===== config.mk =====
export PLATFORM = sky130hd
export DESIGN_NAME = mem_access_arbiter
export DESIGN_NICKNAME = d
export VERILOG_FILES = /design/src/rtl/mem_access_arbiter.sv
export SDC_FILE = /design/constraint.sdc
export NUM_CORES = 1
export LEC_CHECK = 0
export CAP_MARGIN = 20
export CORE_MARGIN = 10
export CORE_UTILIZATION = 55
export DETAILED_ROUTE_END_ITERATION = 10
export DONT_BUFFER_PORTS = 1
export GPL_TIMING_DRIVEN = 0
export HOLD_SLACK_MARGIN = 0.15
export PLACE_DENSITY_LB_ADDON = 0.15
export SLEW_MARGIN = 10
export SYNTH_ARGS = -nofsm -noshare
export SYNTH_HDL_FRONTEND = slang
export SYNTH_SLANG_ARGS = --single-unit

===== constraint.sdc =====
create_clock -name clk -period 2.3 [get_ports clk]
set_clock_uncertainty 0.2 [all_clocks]
set_input_delay 0.345 -clock clk [delete_from_list [all_inputs] [get_ports clk]]
set_output_delay 0.345 -clock clk [all_outputs]
set_load 0.02 [all_outputs]

===== src/rtl/mem_access_arbiter.sv =====
// Front end of the main memory: round-robin arbitration between the fetch and data
// requesters, one access at a time on the enable/finish handshake, with a finish watchdog.
module mem_access_arbiter #(
  parameter int ADDR_W     = 12,
  parameter int DATA_W     = 31,
  parameter int TIMEOUT    = 15,
  parameter bit DATA_FIRST = 1'b1
) (
  input  logic              clk,
  input  logic              resetn,
  input  logic              if_req,
  input  logic [ADDR_W-1:0] if_addr,
  output logic              if_ack,
  output logic [DATA_W-1:0] if_rdata,
  input  logic              d_req,
  input  logic              d_we,
  input  logic [ADDR_W-1:0] d_addr,
  input  logic [DATA_W-1:0] d_wdata,
  output logic              d_ack,
  output logic [DATA_W-1:0] d_rdata,
  output logic              mem_write_enable,
  output logic              mem_read_enable,
  output logic [ADDR_W-1:0] mem_addr,
  output logic [DATA_W-1:0] mem_write_data,
  input  logic              mem_finish,
  input  logic [DATA_W-1:0] mem_read_data,
  output logic              timeout_err
);

  localparam int CNT_W = $clog2(TIMEOUT + 1);

  typedef enum logic [1:0] {IDLE, ACCESS, CAPTURE, RESP} state_t;

  state_t           state;
  logic             port_d;   // 1 = current access belongs to the data port
  logic             we_r;
  logic             pref_d;   // round-robin pointer: data port wins the next tie
  logic [CNT_W-1:0] cnt;
  logic             grant_d;

  always_comb begin
    grant_d = d_req & (~if_req | pref_d);
  end

  always_ff @(posedge clk or negedge resetn) begin
    if (!resetn) begin
      state            <= IDLE;
      port_d           <= 1'b0;
      we_r             <= 1'b0;
      pref_d           <= DATA_FIRST;
      cnt              <= '0;
      if_ack           <= 1'b0;
      d_ack            <= 1'b0;
      if_rdata         <= '0;
      d_rdata          <= '0;
      mem_write_enable <= 1'b0;
      mem_read_enable  <= 1'b0;
      mem_addr         <= '0;
      mem_write_data   <= '0;
      timeout_err      <= 1'b0;
    end else begin
      case (state)
        // Grant: the loser of the last tie wins this one; the pointer moves on every grant.
        IDLE: begin
          if (if_req | d_req) begin
            state            <= ACCESS;
            port_d           <= grant_d;
            pref_d           <= ~grant_d;
            we_r             <= grant_d & d_we;
            mem_addr         <= grant_d ? d_addr : if_addr;
            if (grant_d & d_we) begin
              mem_write_data <= d_wdata;
            end
            mem_write_enable <= grant_d & d_we;
            mem_read_enable  <= ~(grant_d & d_we);
            cnt              <= '0;
          end
        end
        // Enables stay up through the finish cycle; the watchdog aborts straight to RESP.
        ACCESS: begin
          cnt <= cnt + CNT_W'(1);
          if (mem_finish) begin
            state            <= CAPTURE;
            mem_write_enable <= 1'b0;
            mem_read_enable  <= 1'b0;
          end else if (cnt == CNT_W'(TIMEOUT - 1)) begin
            state            <= RESP;
            mem_write_enable <= 1'b0;
            mem_read_enable  <= 1'b0;
            timeout_err      <= 1'b1;
            if (port_d) begin
              d_ack  <= 1'b1;
            end else begin
              if_ack <= 1'b1;
            end
          end
        end
        // Memory read word is valid the cycle after finish.
        CAPTURE: begin
          state <= RESP;
          if (port_d) begin
            d_ack <= 1'b1;
            if (!we_r) begin
              d_rdata <= mem_read_data;
            end
          end else begin
            if_ack   <= 1'b1;
            if_rdata <= mem_read_data;
          end
        end
        RESP: begin
          state  <= IDLE;
          if_ack <= 1'b0;
          d_ack  <= 1'b0;
          cnt    <= '0;
        end
        default: state <= IDLE;
      endcase
    end
  end

endmodule

==> reports/qor.csv, run 1 <==
stage;metric;value;unit
power;internal power;6.36;mW
power;Reg power frac;50.8;%
worst_setup_path;Top delay family on crit path;buffers and inverters;
drt;DR WL/cell;23.4;um
flow_run;MaxCap Viol Count;0;
global_routing;GRT overflow;0;
worst_setup_path;CP max stage delay;0.56;ns
logic_synthesis;Synth top area share;62.1;%
timing;Worst Max-Slew Pin Slew;0.417;ns
floorplanning;Initial Util;57.3;%
power;Final Power;10.2;mW
final_layout;# diodes;0;
drt;post-route ant nets;0;
timing;f_max;453;MHz
timing;Max Transition Viols Final;0;
status;failing checks;negative hold slack;
final_layout;fin nets;526;
drt;drt pass-1 iters;4;
power;switching power;3.89;mW
final_layout;utilization after layout;78.0;%
placed_design;DP HPWL;8140;um
cts;later-pin clock latency in the skew report;0.50;ns
global_routing;initial antenna violation count;0;
timing;hold slack final;-0.663;ns
worst_setup_path;FF-to-FF path depth;5;
timing;final worst path period need;2.21;ns
final_layout;share of layout cells above drive strength 1;31.9;%
power;clock power share;27.5;%
worst_setup_path;reg2reg end;mem_write_data[30];
power;Max VDD drop;0.756;mV
status;status;finished, violations left;
logic_synthesis;Cell Area, Synth;4750;um2
cts;Longest Clk Path Bufs;2;
logic_synthesis;post-synth cell types;38;
logic_synthesis;Area contributors post-synth;dfrtp_1 62%, mux2_2 22%, a221o_1 2.5%, ha_1 2.1%, buf_2 1.3%;
floorplanning;Std-Cell Rows;33;
global_routing;first-pass GRT wire length;19900;um
cts;clock transition at the registers of the reported paths;0.06;ns
power;Comb pwr share;21.7;%
cts;CTS root buf;clkbuf_8;
power;switch share;38.0;%
worst_setup_path;CP Class;flip-flop to flip-flop;
placed_design;I/O Buffers;0;
logic_synthesis;syn nets;413;
logic_synthesis;Synth async-reset ratio;100;%
logic_synthesis;#FFs+latches synth;119;
logic_synthesis;Post-synth top flop;dfrtp_1;
worst_setup_path;Worst Setup Start Kind;flip-flop;
cts;H-tree Lvls;4;
power;Pleak;2.85;nW
worst_setup_path;flop2flop setup slack;0.09;ns
floorplanning;Die Height;113;um
cts;Clock Sink Count;119;
floorplanning;die footprint;12800;um2
timing;setup violators final;0;
floorplanning;I/O pin count;202;
placed_design;Inst Count DP;418;
worst_hold_path;Hold/Removal Path Class;input port to async pin;
drt;initial drt markers;147;
global_routing;largest net degree at the start of global routing;120;
worst_setup_path;Worst R2R Start;state[0];
worst_setup_path;CP arrival;2.39;ns
drt;DR vias/cell;5.59;
timing;unrepaired setup endpoints after global routing;yes;
placed_design;placer congestion estimate;0.765;
logic_synthesis;fraction of the yosys area taken by sequential cells;62.7;%
worst_setup_path;Worst Path Buf+Inv;2;
final_layout;fin cells;544;
timing;final cycle utilization of the critical path;96.1;%
global_routing;Tot GR Track Use;19.6;%
worst_setup_path;Critical-path top delay cell;dlygate4sd3_1;
floorplanning;die width;113;um
floorplanning;core area;8300;um2
power;PD cells;1580;nW/um2
logic_synthesis;Post-Syn Area per Cell;15.2;um2
cts;CTS tree;built;
worst_setup_path;Max FO, Critical Path;6;
drt;# DRC;0;
drt;Vias;3043;
worst_setup_path;CP Capture Type;flip-flop;
logic_synthesis;synthesized instance count;313;
timing;final hold violations;119;
drt;final wirelength;12700;um
logic_synthesis;EDFF count, synth;0;
cts;hold_buf cts;94;
logic_synthesis;Yosys warning total;0;
cts;cts bufs inserted;17;
timing;Rel. slew slack;72.2;%
logic_synthesis;Yosys top cell by area;dfrtp_1;
worst_setup_path;critical-path cell list;inv_1 > ha_2 > nand4_2 > mux2_2 > dlygate4sd3_1;
cts;Setup Buffers After CTS;0;
global_routing;vias in the first global route;3427;
worst_setup_path;Worst EP required;2.49;ns
final_layout;Layout area overhead;36.2;%
==> cells in the final DEF (no fill, tap or decap), types with 2 or more instances in the layout <==
master,n
a21o_1,2
a21oi_1,2
a221o_1,12
a221oi_1,2
a22o_1,2
a2bb2oi_1,2
and2_0,7
and2_1,5
buf_2,12
bufinv_16,5
clkbuf_1,3
clkbuf_16,16
clkinv_4,5
clkinvlp_4,3
dfrtp_1,118
dlygate4sd3_1,94
ha_1,7
inv_1,6
mux2_1,3
mux2_2,91
nand2_1,5
nand2b_1,3
nand3_1,5
nor2b_1,2
o21ai_0,3
o31ai_1,3
o41ai_1,2
==> worst max path at each step <==
stage | startpoint | to | slack [ns] | cells past startpoint
6_report | state[0] | mem_write_data[30] | 0.09 | 5
5_1_grt | state[0] | mem_write_data[0] | -0.008 | 5
4_1_cts | state[0] | mem_write_data[30] | 0.05 | 5
3_5_place_dp | state[0] | state[1] | 0.21 | 6
3_3_place_gp | state[0] | state[1] | 0.24 | 6
2_1_floorplan | state[0] | state[1] | 0.39 | 6
==> registers in the layout (all words and copies together), names as in the netlist, 2 cells and up <==
name and cells:
mem_addr 12, d_rdata 31, mem_write_data 31, state 2, cnt 4, if_rdata 31
==> area by class of cell <==
class                   instances  area (um2)
flip-flops and latches        119        2980
fillers                       461        1830
multi-input cells             173        1680
repair buffers                 94         941
clock buffers                  18         418
clock inverters                14         225
well taps                     105         131
plain buffers                  15        75.1
inverters                       6        22.5
==> power by group through the flow <==
| stage | sequential (mW) | clock, mW | combinational, mW |
|---|---|---|---|
| 5_1_grt | 5.36 | 2.98 | 2.46 |
| 4_1_cts | 5.22 | 2.87 | 2.19 |
| 3_3_place_gp | 5.22 | 0 | 1.93 |
| 3_5_place_dp | 5.23 | 0 | 2.02 |
| 2_1_floorplan | 4.85 | 0 | 1.73 |
| 6_report | 5.20 | 2.82 | 2.22 |
==> cells in the mapped netlist, types with 3 or more instances <==
| cell type | number |
|---|---|
| a221o_1 | 12 |
| and2_0 | 7 |
| and2_1 | 5 |
| buf_2 | 12 |
| dfrtp_1 | 118 |
| ha_1 | 8 |
| inv_1 | 6 |
| mux2_1 | 3 |
| mux2_2 | 91 |
| nand2_1 | 5 |
| nand2b_1 | 3 |
| nand3_1 | 5 |
| o21ai_0 | 3 |
| o31ai_1 | 3 |
==> cell families after synthesis <==
kind of cell / Yosys count / synth area share (%)
buffers and inverters: 21 / 2.05
DFF: 119 / 62.7
and+or+nand+nor: 35 / 4.55
adders and majority gates: 8 / 2.11
muxes: 95 / 22.5
AOI/OAI and AO/OA: 35 / 6.11
==> routing by layer <==
metal  wire length, um  share of wire (%)  global-route usage (%)
met2              6210                 49                    31.0
met5                 0                  0                       0
met4                91               0.72                    6.60
met3              1680                 13                    11.5
met1              4730                 37                    21.8
==> worst reg2reg max path: stages, from the launching register on <==
cell and delay [ns]:
dfrtp_1 0.41, inv_1 0.14, ha_2 0.26, nand4_2 0.20
mux2_2 0.33, dlygate4sd3_1 0.56
==> stage by stage <==
step                setup WS (ns)  hold WS, ns  instance area [um2]  setup TNS (ns)
CTS                        0.0475       -0.695                 6470               0
global route             -0.00820       -0.689                 6470         -0.0154
detailed placement          0.211       -0.147                 4880               0
finish                     0.0906       -0.663                 6470               0
global placement            0.245       -0.147                 4880               0
floorplan                   0.394       -0.151                 4750               0
==> repair_timing <==
item | in CTS | in global routing
endpoints found under the setup margin | 0 | 3
hold endpoints to repair | 238 | 119
resized for setup | 0 | 1
(Power assumes the default switching activity.)
==> run 2, diff against run 1 <==
Settings changed: SETUP_SLACK_MARGIN from default to 0.2.
==> reports/qor.csv, run 2 (synthesis gave the netlist of run 1 again) <==
stage;metric;value;unit
cts;CTS root buf;clkbuf_8;
worst_setup_path;Worst path depth;6;
worst_hold_path;Hold/Removal Path Class;input port to async pin;
timing;Rel. slew slack;72.8;%
floorplanning;Std-Cell Rows;33;
worst_setup_path;critical-path cell list;inv_1 > ha_2 > nor3b_4 > buf_4 > a31oi_1 > mux2_1;
cts;H-tree Lvls;4;
drt;initial drt markers;121;
worst_setup_path;Worst EP required;2.49;ns
worst_setup_path;flop2flop setup slack;0.27;ns
status;status;finished, violations left;
placed_design;DP HPWL;8140;um
power;PD cells;1580;nW/um2
timing;unrepaired setup endpoints after global routing;yes;
drt;DR vias/cell;5.69;
power;Reg power frac;50.7;%
floorplanning;Initial Util;57.3;%
global_routing;first-pass GRT wire length;19700;um
timing;final hold violations;119;
worst_setup_path;CP arrival;2.22;ns
worst_setup_path;CP Capture Type;flip-flop;
drt;final wirelength;12500;um
worst_setup_path;CP max stage delay;0.40;ns
drt;# DRC;0;
final_layout;# diodes;0;
final_layout;Layout area overhead;36.3;%
cts;cts bufs inserted;17;
cts;Longest Clk Path Bufs;2;
final_layout;most common cell after layout, fill and taps aside;dfrtp_1;
timing;final cycle utilization of the critical path;88.3;%
power;switch share;37.9;%
timing;final worst path period need;2.03;ns
final_layout;fin nets;525;
timing;Final WS setup;0.269;ns
worst_setup_path;Worst Setup Start Kind;flip-flop;
drt;DR WL/cell;23.0;um
worst_setup_path;FF-to-FF path depth;6;
placed_design;placer congestion estimate;0.765;
timing;setup violators final;0;
power;switching power;3.88;mW
worst_setup_path;Worst Path Buf+Inv;2;
worst_setup_path;Critical-path top delay cell;dfrtp_1;
floorplanning;die width;113;um
timing;hold slack final;-0.664;ns
power;Max VDD drop;0.804;mV
worst_setup_path;Max FO, Critical Path;10;
cts;CTS tree;built;
placed_design;pre-CTS WS;0.211;ns
global_routing;GRT overflow;0;
worst_setup_path;Top delay family on crit path;flip-flops;
final_layout;commonest cells after routing, fill and taps aside;118 x dfrtp_1, 92 x dlygate4sd3_1, 91 x mux2_2;
timing;f_max;492;MHz
drt;Vias;3090;
drt;drt pass-1 iters;4;
final_layout;share of layout cells above drive strength 1;32.6;%
power;clock power share;27.6;%
floorplanning;I/O pin count;202;
global_routing;vias in the first global route;3389;
global_routing;Tot GR Track Use;19.3;%
flow_run;MaxCap Viol Count;0;
cts;later-pin clock latency in the skew report;0.50;ns
placed_design;I/O Buffers;0;
worst_setup_path;Worst R2R Start;state[0];
drt;post-route ant nets;0;
power;Pleak;2.86;nW
floorplanning;die footprint;12800;um2
worst_setup_path;CP Class;flip-flop to flip-flop;
global_routing;largest net degree at the start of global routing;120;
floorplanning;Die Height;113;um
floorplanning;core area;8300;um2
cts;clock transition at the registers of the reported paths;0.06;ns
cts;Clock Sink Count;119;
timing;Max Transition Viols Final;0;
timing;setup TNS;0;ns
worst_setup_path;reg2reg end;state[1];
global_routing;initial antenna violation count;0;
power;Comb pwr share;21.7;%
status;failing checks;negative hold slack;
final_layout;biggest regs;d_rdata (31), if_rdata (31), mem_write_data (31);
timing;Worst Max-Slew Pin Slew;0.408;ns
power;internal power;6.36;mW
## run 2: worst reg2reg max path, delay by kind of cell (launching register included)
kind	cells	cell delay [ns]
compound gates	1	0.28
fa+ha+maj	1	0.24
buf+inv	2	0.28
flops	1	0.40
mux	1	0.35
simple gates	1	0.16
## run 2: metal layers
metal  global-route usage (%)  up-vias  wire, um  share of wire (%)
met4                     6.18        0       125                1.0
met2                     30.7      176      6050                 48
met5                        0        -         0                  0
li1                         -     1362         -                  -
met1                     20.9     1539      4590                 37
met3                     11.8       13      1730                 14
## run 2: area by class of cell
cell class	instances	area, um2
buffer	15	86.3
clock buffer	18	418
clock inverter	14	225
fill	455	1820
inverter	6	22.5
multi-input combinational	173	1690
sequential	119	2980
tap	105	131
timing repair buffer	93	928
## run 2: how the worst max path moves through the flow
stage,slack [ns],end,startpoint
after floorplan,0.39,state[1],state[0]
after global placement,0.24,state[1],state[0]
after detailed placement,0.21,state[1],state[0]
after CTS,0.20,if_rdata[0],state[0]
after global routing,0.18,d_rdata[18],state[0]
final,0.27,state[1],state[0]
## run 2: power groups by stage
stage          registers, mW  clock network (mW)  logic (mW)
6_report                5.20                2.83        2.22
5_1_grt                 5.35                2.98        2.45
4_1_cts                 5.22                2.87        2.16
3_5_place_dp            5.23                   0        2.02
3_3_place_gp            5.22                   0        1.93
2_1_floorplan           4.85                   0        1.73
## run 2: per-stage QoR
step,instances,total power [mW],util [%],hold slack [ns],cell area [um2]
finish,543,10.2,78.0,-0.664,6480
global route,543,10.8,78.0,-0.693,6480
CTS,538,10.3,77.3,-0.695,6410
detailed placement,418,7.25,58.8,-0.147,4880
global placement,418,7.15,58.8,-0.147,4880
floorplan,313,6.58,-,-0.151,4750
## run 2: repair_timing
item                                    CTS  global route
buffers inserted                          0             1
pin swaps                                 0             0
hold endpoints to repair                238           131
gates resized for setup                   2            10
endpoints found under the setup margin    3            71
hold buffers                             88             4
==> run 3, diff against run 2 <==
Settings changed: ABC_AREA from default to 1.
==> reports/qor.csv, run 3 <==
stage;metric;value;unit
logic_synthesis;post-synth cell types;22;
final_layout;fin nets;747;
logic_synthesis;Adder-Cell Fraction of Synth Area;2.06;%
timing;f_max;515;MHz
timing;setup TNS;0;ns
worst_setup_path;CP max stage delay;0.41;ns
global_routing;GRT overflow;0;
global_routing;vias in the first global route;4425;
flow_run;MaxCap Viol Count;0;
final_layout;commonest cells after routing, fill and taps aside;195 x nand2_1, 118 x dfrtp_1, 91 x dlygate4sd3_1;
logic_synthesis;#FFs+latches synth;119;
worst_setup_path;Critical-path top delay cell;dfrtp_1;
logic_synthesis;count leader, synth;nand2_1;
worst_setup_path;Top delay family on crit path;simple AND/OR/NAND/NOR gates;
final_layout;# diodes;0;
cts;CTS tree;built;
drt;initial drt markers;291;
drt;DR WL/cell;19.3;um
worst_setup_path;flop2flop setup slack;0.36;ns
logic_synthesis;mux cell area share after synthesis;0;%
logic_synthesis;Yosys warning total;0;
status;failing checks;negative hold slack;
drt;drt pass-1 iters;6;
worst_setup_path;Max FO, Critical Path;10;
floorplanning;Std-Cell Rows;34;
cts;Setup Buffers After CTS;0;
timing;setup violators final;0;
global_routing;largest net degree at the start of global routing;120;
cts;later-pin clock latency in the skew report;0.50;ns
drt;final wirelength;14900;um
worst_setup_path;FF-to-FF path depth;8;
logic_synthesis;combinational family with the most area after synthesis;simple AND/OR/NAND/NOR gates;
drt;Vias;4215;
logic_synthesis;Area contributors post-synth;dfrtp_1 61%, nand2_1 15%, o21ai_1 6.9%, nand3_1 5.4%, inv_1 3.6%;
timing;Max Transition Viols Final;0;
final_layout;post-route cell area;6500;um2
final_layout;share of layout cells above drive strength 1;8.79;%
worst_setup_path;CP Capture Type;flip-flop;
cts;H-tree Lvls;4;
logic_synthesis;EDFF count, synth;0;
worst_setup_path;critical-path cell list;inv_1 > ha_1 > inv_1 > nor2_4 > nand2_2 > buf_6 > nand2_1 > nand2_1;
timing;Final WS setup;0.359;ns
power;Pleak;3.31;nW
timing;unrepaired setup endpoints after global routing;no;
logic_synthesis;fraction of the yosys area taken by sequential cells;61.3;%
logic_synthesis;Synth top cells by count;195 x nand2_1, 118 x dfrtp_1, 67 x o21ai_1;
logic_synthesis;post-synthesis compound-gate area fraction;7.81;%
worst_setup_path;Worst EP required;2.48;ns
cts;cts bufs inserted;17;
logic_synthesis;Yosys top cell by area;dfrtp_1;
logic_synthesis;Post-synth top flop;dfrtp_1;
timing;Worst Max-Slew Pin Slew;0.527;ns
floorplanning;core area;8680;um2
final_layout;Layout area overhead;33.8;%
logic_synthesis;syn nets;637;
placed_design;placer congestion estimate;0.770;
final_layout;fin cells;768;
worst_setup_path;Worst Setup Start Kind;flip-flop;
floorplanning;Die Height;114;um
logic_synthesis;Cell Area, Synth;4860;um2
drt;post-route ant nets;0;
drt;# DRC;0;
floorplanning;die footprint;13000;um2
timing;Rel. slew slack;64.8;%
worst_setup_path;CP arrival;2.12;ns
placed_design;Inst Count DP;645;
global_routing;Tot GR Track Use;23.0;%
logic_synthesis;synthesized instance count;537;
worst_hold_path;Hold/Removal Path Class;input port to async pin;
placed_design;DP HPWL;9720;um
floorplanning;I/O pin count;202;
global_routing;initial antenna violation count;0;
cts;Clock Sink Count;119;
worst_setup_path;CP Class;flip-flop to flip-flop;
placed_design;pre-CTS WS;0.270;ns
worst_setup_path;Worst R2R Start;state[1];
timing;hold slack final;-0.665;ns
logic_synthesis;Synth async-reset ratio;100;%
logic_synthesis;Post-Syn Area per Cell;9.04;um2
drt;DR vias/cell;5.49;
cts;Longest Clk Path Bufs;2;
floorplanning;Initial Util;56.0;%
cts;clock transition at the registers of the reported paths;0.06;ns
final_layout;biggest regs;d_rdata (31), if_rdata (31), mem_write_data (31);
timing;final cycle utilization of the critical path;84.4;%
floorplanning;die width;114;um
cts;CTS root buf;clkbuf_8;
power;Max VDD drop;0.767;mV
power;PD cells;1550;nW/um2
final_layout;most common cell after layout, fill and taps aside;nand2_1;
placed_design;I/O Buffers;0;
placed_design;Post-Place Cell Area;4990;um2
logic_synthesis;XOR/XNOR share of the synthesized area;0.180;%
worst_setup_path;Worst Path Buf+Inv;3;
timing;final worst path period need;1.94;ns
logic_synthesis;Synth top area share;60.8;%
global_routing;first-pass GRT wire length;24100;um
logic_synthesis;Synth Area in Simple Gates;21.9;%
timing;final hold violations;119;
worst_setup_path;reg2reg end;mem_write_data[3];
status;status;finished, violations left;
[run 3: power by group]
part	leakage [nW]	internal (mW)	total, mW	switching (mW)
Combinational	1.56	0.902	2.27	1.37
Sequential	1.47	3.13	5.22	2.10
Clock	0.282	1.61	2.58	0.968
Total	3.31	5.64	10.1	4.44
[run 3: kinds of logic (layout without fill, tap and decap cells)]
logic type               after synthesis  in the layout
flip-flops                           119            119
AND/OR/NAND/NOR                      261            261
XOR/XNOR                               1              1
AO/OA/AOI/OAI                         74             74
adder cells (fa/ha/maj)                8              8
buffers and inverters                 74            197
[run 3: area by class of cell]
class / count / area (um2)
sequential: 119 / 2980
fill: 586 / 2180
multi-input combinational: 344 / 1550
timing repair buffer: 91 / 911
clock buffer: 19 / 442
inverter: 49 / 184
buffer: 25 / 151
clock inverter: 13 / 145
tap: 108 / 135
[run 3: worst max-delay path by stage]
stage | start | endpoint | slack, ns | cells past startpoint
finish | state[1] | mem_write_data[3] | 0.36 | 8
global route | state[1] | mem_write_data[3] | 0.23 | 8
CTS | state[0] | d_rdata[18] | 0.24 | 5
detailed placement | state[0] | d_rdata[14] | 0.27 | 5
global placement | state[0] | d_rdata[22] | 0.32 | 5
floorplan | state[0] | mem_write_data[10] | 0.66 | 8
[run 3: per-stage QoR]
step	utilization (%)	total power, mW
after global placement	57.5	7.20
after global routing	74.9	10.7
final	74.9	10.1
after floorplan	-	6.53
after detailed placement	57.5	7.34
after CTS	74.8	10.1
[run 3: metal layers]
layer	track usage [%]	share of wire, %	up-vias
li1	-	-	1923
met1	27.2	37	2004
met2	36.1	47	269
met3	11.0	14	19
met4	7.60	1.4	0
met5	0	0	-
[run 3: what timing repair did]
item	CTS	global route
hold buffers	91	1
resized for setup	0	13
endpoints found under the setup margin	0	41
hold endpoints to repair	238	122
